## config.mk

```make
export PLATFORM = sky130hd
export DESIGN_NAME = uart_tx_feeder
export DESIGN_NICKNAME = d
export VERILOG_FILES = /design/src/rtl/uart_pkg.sv /design/src/rtl/uart_sync_fifo.sv /design/src/rtl/uart_tx_feeder.sv
export SDC_FILE = /design/constraint.sdc
export NUM_CORES = 1
export LEC_CHECK = 0
export BUFFER_PORTS_ARGS = -buffer_cell sky130_fd_sc_hd__buf_2
export CAP_MARGIN = 10
export CORE_ASPECT_RATIO = 2
export CORE_MARGIN = 5
export CORE_UTILIZATION = 50
export CTS_BUF_LIST = sky130_fd_sc_hd__clkbuf_8
export CTS_CLUSTER_SIZE = 25
export DETAILED_ROUTE_END_ITERATION = 6
export GPL_TIMING_DRIVEN = 0
export PLACE_DENSITY = 0.75
export REMOVE_ABC_BUFFERS = 1
export SETUP_SLACK_MARGIN = 0.1
export SYNTH_ARGS = -nofsm -noshare
export SYNTH_HDL_FRONTEND = slang
export SYNTH_SLANG_ARGS = --single-unit
```

## constraint.sdc

```tcl
create_clock -name clk -period 3.8 [get_ports clk]
set_input_delay 0.57 -clock clk [delete_from_list [all_inputs] [get_ports clk]]
set_output_delay 0.57 -clock clk [all_outputs]
set_load 0.01 [all_outputs]
```

## src/rtl/uart_pkg.sv

```systemverilog
// Shared constants for the UART transmit path: default byte width, bit timing,
// and the feeder state encoding.
package uart_pkg;

  localparam int UART_DATA_WIDTH = 8;
  localparam int CLOCKS_PER_BIT  = 4;

  localparam logic [1:0] ST_IDLE      = 2'd0;
  localparam logic [1:0] ST_ARM       = 2'd1;
  localparam logic [1:0] ST_WAIT_DONE = 2'd2;

endpackage

```

## src/rtl/uart_sync_fifo.sv

```systemverilog
// Single-clock FIFO whose read port is a register that updates only on a pop,
// so the popped word stays stable until the next pop.
module uart_sync_fifo #(
  parameter int DATA_WIDTH = 8,
  parameter int DEPTH      = 16
) (
  input  logic                     clk,
  input  logic                     reset,
  input  logic                     i_push,
  input  logic [DATA_WIDTH-1:0]    i_data,
  input  logic                     i_pop,
  output logic [DATA_WIDTH-1:0]    o_data,
  output logic [$clog2(DEPTH):0]   o_level,
  output logic                     o_full,
  output logic                     o_empty
);

  localparam int AW = $clog2(DEPTH);

  logic [DATA_WIDTH-1:0] r_mem [DEPTH];
  logic [AW-1:0]         r_wr_ptr;
  logic [AW-1:0]         r_rd_ptr;
  logic [AW:0]           r_level;
  logic [DATA_WIDTH-1:0] r_data;
  logic                  w_push;
  logic                  w_pop;

  assign o_full  = (r_level == (AW+1)'(DEPTH));
  assign o_empty = (r_level == '0);
  assign w_push  = i_push && !o_full;
  assign w_pop   = i_pop && !o_empty;
  assign o_level = r_level;
  assign o_data  = r_data;

  // Storage has no reset so it maps onto block RAM.
  always_ff @(posedge clk) begin
    if (w_push) begin
      r_mem[r_wr_ptr] <= i_data;
    end
  end

  always_ff @(posedge clk) begin
    if (reset) begin
      r_wr_ptr <= '0;
      r_rd_ptr <= '0;
      r_level  <= '0;
      r_data   <= '0;
    end else begin
      if (w_push) begin
        r_wr_ptr <= r_wr_ptr + 1'b1;
      end
      if (w_pop) begin
        r_rd_ptr <= r_rd_ptr + 1'b1;
        r_data   <= r_mem[r_rd_ptr];
      end
      case ({w_push, w_pop})
        2'b10:   r_level <= r_level + 1'b1;
        2'b01:   r_level <= r_level - 1'b1;
        default: r_level <= r_level;
      endcase
    end
  end

endmodule

```

## src/rtl/uart_tx_feeder.sv

```systemverilog
// Buffers producer bytes and launches them one at a time into the UART,
// asserting enable only while the UART is idle and holding data for the frame.
module uart_tx_feeder
  import uart_pkg::*;
#(
  parameter int DATA_WIDTH  = UART_DATA_WIDTH,
  parameter int DEPTH       = 16,
  parameter int ARM_TIMEOUT = 64
) (
  input  logic                     clk,
  input  logic                     reset,
  input  logic                     s_valid,
  output logic                     s_ready,
  input  logic [DATA_WIDTH-1:0]    s_data,
  output logic                     uart_enable,
  output logic [DATA_WIDTH-1:0]    uart_data,
  input  logic                     uart_busy,
  output logic [$clog2(DEPTH):0]   level,
  output logic                     tx_done,
  output logic                     arm_error
);

  localparam int TW = $clog2(ARM_TIMEOUT);

  logic [1:0]    r_state;
  logic [TW-1:0] r_tmo;
  logic          r_tx_done;
  logic          r_arm_error;
  logic          w_full;
  logic          w_empty;
  logic          w_launch;

  assign w_launch = (r_state == ST_IDLE) && !w_empty && !uart_busy;

  uart_sync_fifo #(
    .DATA_WIDTH (DATA_WIDTH),
    .DEPTH      (DEPTH)
  ) u_fifo (
    .clk     (clk),
    .reset   (reset),
    .i_push  (s_valid),
    .i_data  (s_data),
    .i_pop   (w_launch),
    .o_data  (uart_data),
    .o_level (level),
    .o_full  (w_full),
    .o_empty (w_empty)
  );

  assign s_ready     = !w_full;
  // Combinational so enable drops in the same cycle busy rises.
  assign uart_enable = (r_state == ST_ARM) && !uart_busy;
  assign tx_done     = r_tx_done;
  assign arm_error   = r_arm_error;

  always_ff @(posedge clk) begin
    if (reset) begin
      r_state     <= ST_IDLE;
      r_tmo       <= '0;
      r_tx_done   <= 1'b0;
      r_arm_error <= 1'b0;
    end else begin
      r_tx_done <= 1'b0;
      case (r_state)
        ST_IDLE: begin
          if (w_launch) begin
            r_state <= ST_ARM;
            r_tmo   <= '0;
          end
        end
        ST_ARM: begin
          if (uart_busy) begin
            r_state <= ST_WAIT_DONE;
          end else if (r_tmo == TW'(ARM_TIMEOUT - 1)) begin
            // UART never acknowledged; drop the byte and carry on.
            r_arm_error <= 1'b1;
            r_state     <= ST_IDLE;
          end else begin
            r_tmo <= r_tmo + 1'b1;
          end
        end
        ST_WAIT_DONE: begin
          if (!uart_busy) begin
            r_tx_done <= 1'b1;
            r_state   <= ST_IDLE;
          end
        end
        default: r_state <= ST_IDLE;
      endcase
    end
  end

endmodule

```

==> metrics.txt <==
Root Driver=clkbuf_8; setup bufs post-CTS=0; Synth area leader=edfxtp_1; DP Wirelength=9.36 mm; Min Clock Period, post-route=3.19 ns; Final GP Congestion=0.816; CTS tree=yes; total gr overflow=0; Pwr Total=4.08 mW; Post-Synthesis Cells=436; Leak=2.33 nW; CTS H-Tree Depth=4; Detailed Route Iter0 Violations=297; Setup violations, final=0; Core Area=0.0129 mm²; asr flop ratio synth=0%; vias in the first global route=3886; Hold Buf Count CTS=0; commonest cells in the netlist=edfxtp_1, mux2i_1, dfxtp_1, nor2_1, o22ai_1; Die ar.=0.0156 mm²; Resized cells post-CTS=0; Layout area overhead=8.85%; ratio of cells with drive above 1 in the final layout=16.9%; largest net degree at the start of global routing=57; Final Hold Vio Count=0; vias per inst=6.04; Final period util=83.9%; TritonCTS Sinks=159; dominant synthesized flop cell=edfxtp_1; Worst-Margin Slew=1.20 ns; antenna cells=0; # Max-Cap Violations=0; Setup Skew=0.0152 ns; cell with the most instances after synthesis=edfxtp_1; worst hold path type=in2reg; RSZ-0062 raised after global routing=no; Die Wd=90.9 µm; # nets final=482; Crit path required time=4.18 ns; CTS Buffer Depth=2; CP endpoint kind=flip-flop; Site Rows=59; Synth Register Bits=159; final instance area=0.00712 mm²; Syn Area/Cell=15.0 µm²; top-area cell type share of the netlist area=58.7%; max-slew violation count=0; setup ws final=0.611 ns; Critical Path AT=3.57 ns; drt wl/cell=21.6 µm; clk_lat worst skew=0.43 ns; CP Launch Type=flip-flop; fin cells=625; first-pass GRT wire length=20.8 mm; status=finished clean; EDFF count, synth=128; Worst Path Class, Setup=reg2reg; Max Fclk=314 MHz; worst vdd ir=0.000478 V; number of unique standard cell types used by synthesis=56; TNS Setup=0 ns; initial antenna violation count=0; initial core utilization=50.6%; Synth area leaders=edfxtp_1, dfxtp_1, mux2i_1; register area share after synthesis=68.2%; area post-placement=0.00675 mm²; Worst-path clk slew=0.09 ns; hold slack=0.437 ns; Chip Height=172 µm; Ports=29; total vias in the final route=3776; dpl ws=0.515 ns; Power Dens Cells=573 mW/mm²; Final Util=55.1%; Placed Cells=590; CTS Buf Count=17; DRC errors left=0; routed wire length=13.5 mm; Slew HR=19.3%; antenna viol nets, final=0; global router's overall resource usage=17.8%; CP Max Fanout=20; DR pass1 iterations=5; Yosys Warn Count=0; Post-Syn Area=0.00654 mm²; IO buf count=28
worst max-delay path, cell delays in order, from the launching register on:
cell and delay (ns):
dfxtp_1 0.59, inv_1 0.19, a21boi_2 0.71, ha_1 0.49, ha_1 0.25, or4b_2 0.59, a21oi_1 0.14, a31oi_1 0.06
nand3_1 0.11
metal layers:
layer,up-vias,track usage (%),share of wire (%)
met5,-,0,0
met4,0,11.8,4.8
met3,32,3.68,3.9
met2,121,33.7,57
met1,1880,17.0,34
li1,1743,-,-
cell usage in the layout, fill, tap and decap left out, types with 2 or more instances in the layout:
cell type / count
o22ai_1: 22
a22oi_1: 2
nand3_1: 5
clkinvlp_4: 2
o211ai_1: 3
nand2b_1: 6
inv_1: 12
a31oi_1: 3
xnor2_1: 2
or3b_2: 2
nor3_1: 9
mux2i_1: 47
nor2_1: 31
a2111oi_0: 6
and3_1: 3
mux4_2: 9
dfxtp_1: 30
clkbuf_8: 17
a21oi_1: 15
a311oi_1: 2
edfxtp_1: 128
ha_1: 10
inv_6: 4
clkbuf_4: 2
xor2_1: 7
buf_2: 29
or3_1: 2
clkinv_4: 2
nand3b_1: 3
a211o_1: 2
o21ai_0: 13
nand2_1: 12
nor2b_1: 3
state kept, by name (all words and copies together), names as in the netlist:
name	flops
arm_error	1
r_state	2
r_tmo	6
tx_done	1
u_fifo.o_data	8
u_fifo.o_level	5
u_fifo.r_mem	128
u_fifo.r_rd_ptr	4
u_fifo.r_wr_ptr	4
kinds of logic after synthesis:
group	Yosys count	synth area share (%)
AOI/OAI and AO/OA	79	8.15
xor gates and xnor gates	9	1.20
adders and majority gates	10	1.91
buffers and inverters	34	2.47
DFF	159	68.2
muxes	57	10.7
and+or+nand+nor	88	7.34
final timing paths:
path / startpoint / slack, ns / cells after the start / endpoint
setup / recovery: u_fifo.o_level[4]$_SDFFE_PP0P_ / 0.61 / 8 / u_fifo.o_level[4]$_SDFFE_PP0P_
setup reg to reg: u_fifo.o_level[4]$_SDFFE_PP0P_ / 0.61 / 8 / u_fifo.o_level[4]$_SDFFE_PP0P_
hold / removal: uart_busy / 0.44 / 2 / tx_done$_SDFF_PP0_
hold reg to reg: arm_error$_SDFFE_PP0P_ / 0.48 / 2 / arm_error$_SDFFE_PP0P_
report_power, final:
part	total [mW]	internal (mW)	switching, mW
Sequential	2.15	2.00	0.143
Combinational	0.816	0.321	0.495
Clock	1.12	0.515	0.606
Total	4.08	2.84	1.24
cell type report:
cell class / instances / area, µm²
Sequential cell: 159 / 4470
Multi-Input combinational cell: 243 / 1920
Tap cell: 152 / 190
Clock buffer: 17 / 234
Fill cell: 993 / 5800
Timing Repair Buffer: 31 / 160
Clock inverter: 15 / 123
Inverter: 8 / 30.0
Power figures use the tool's default switching activity.
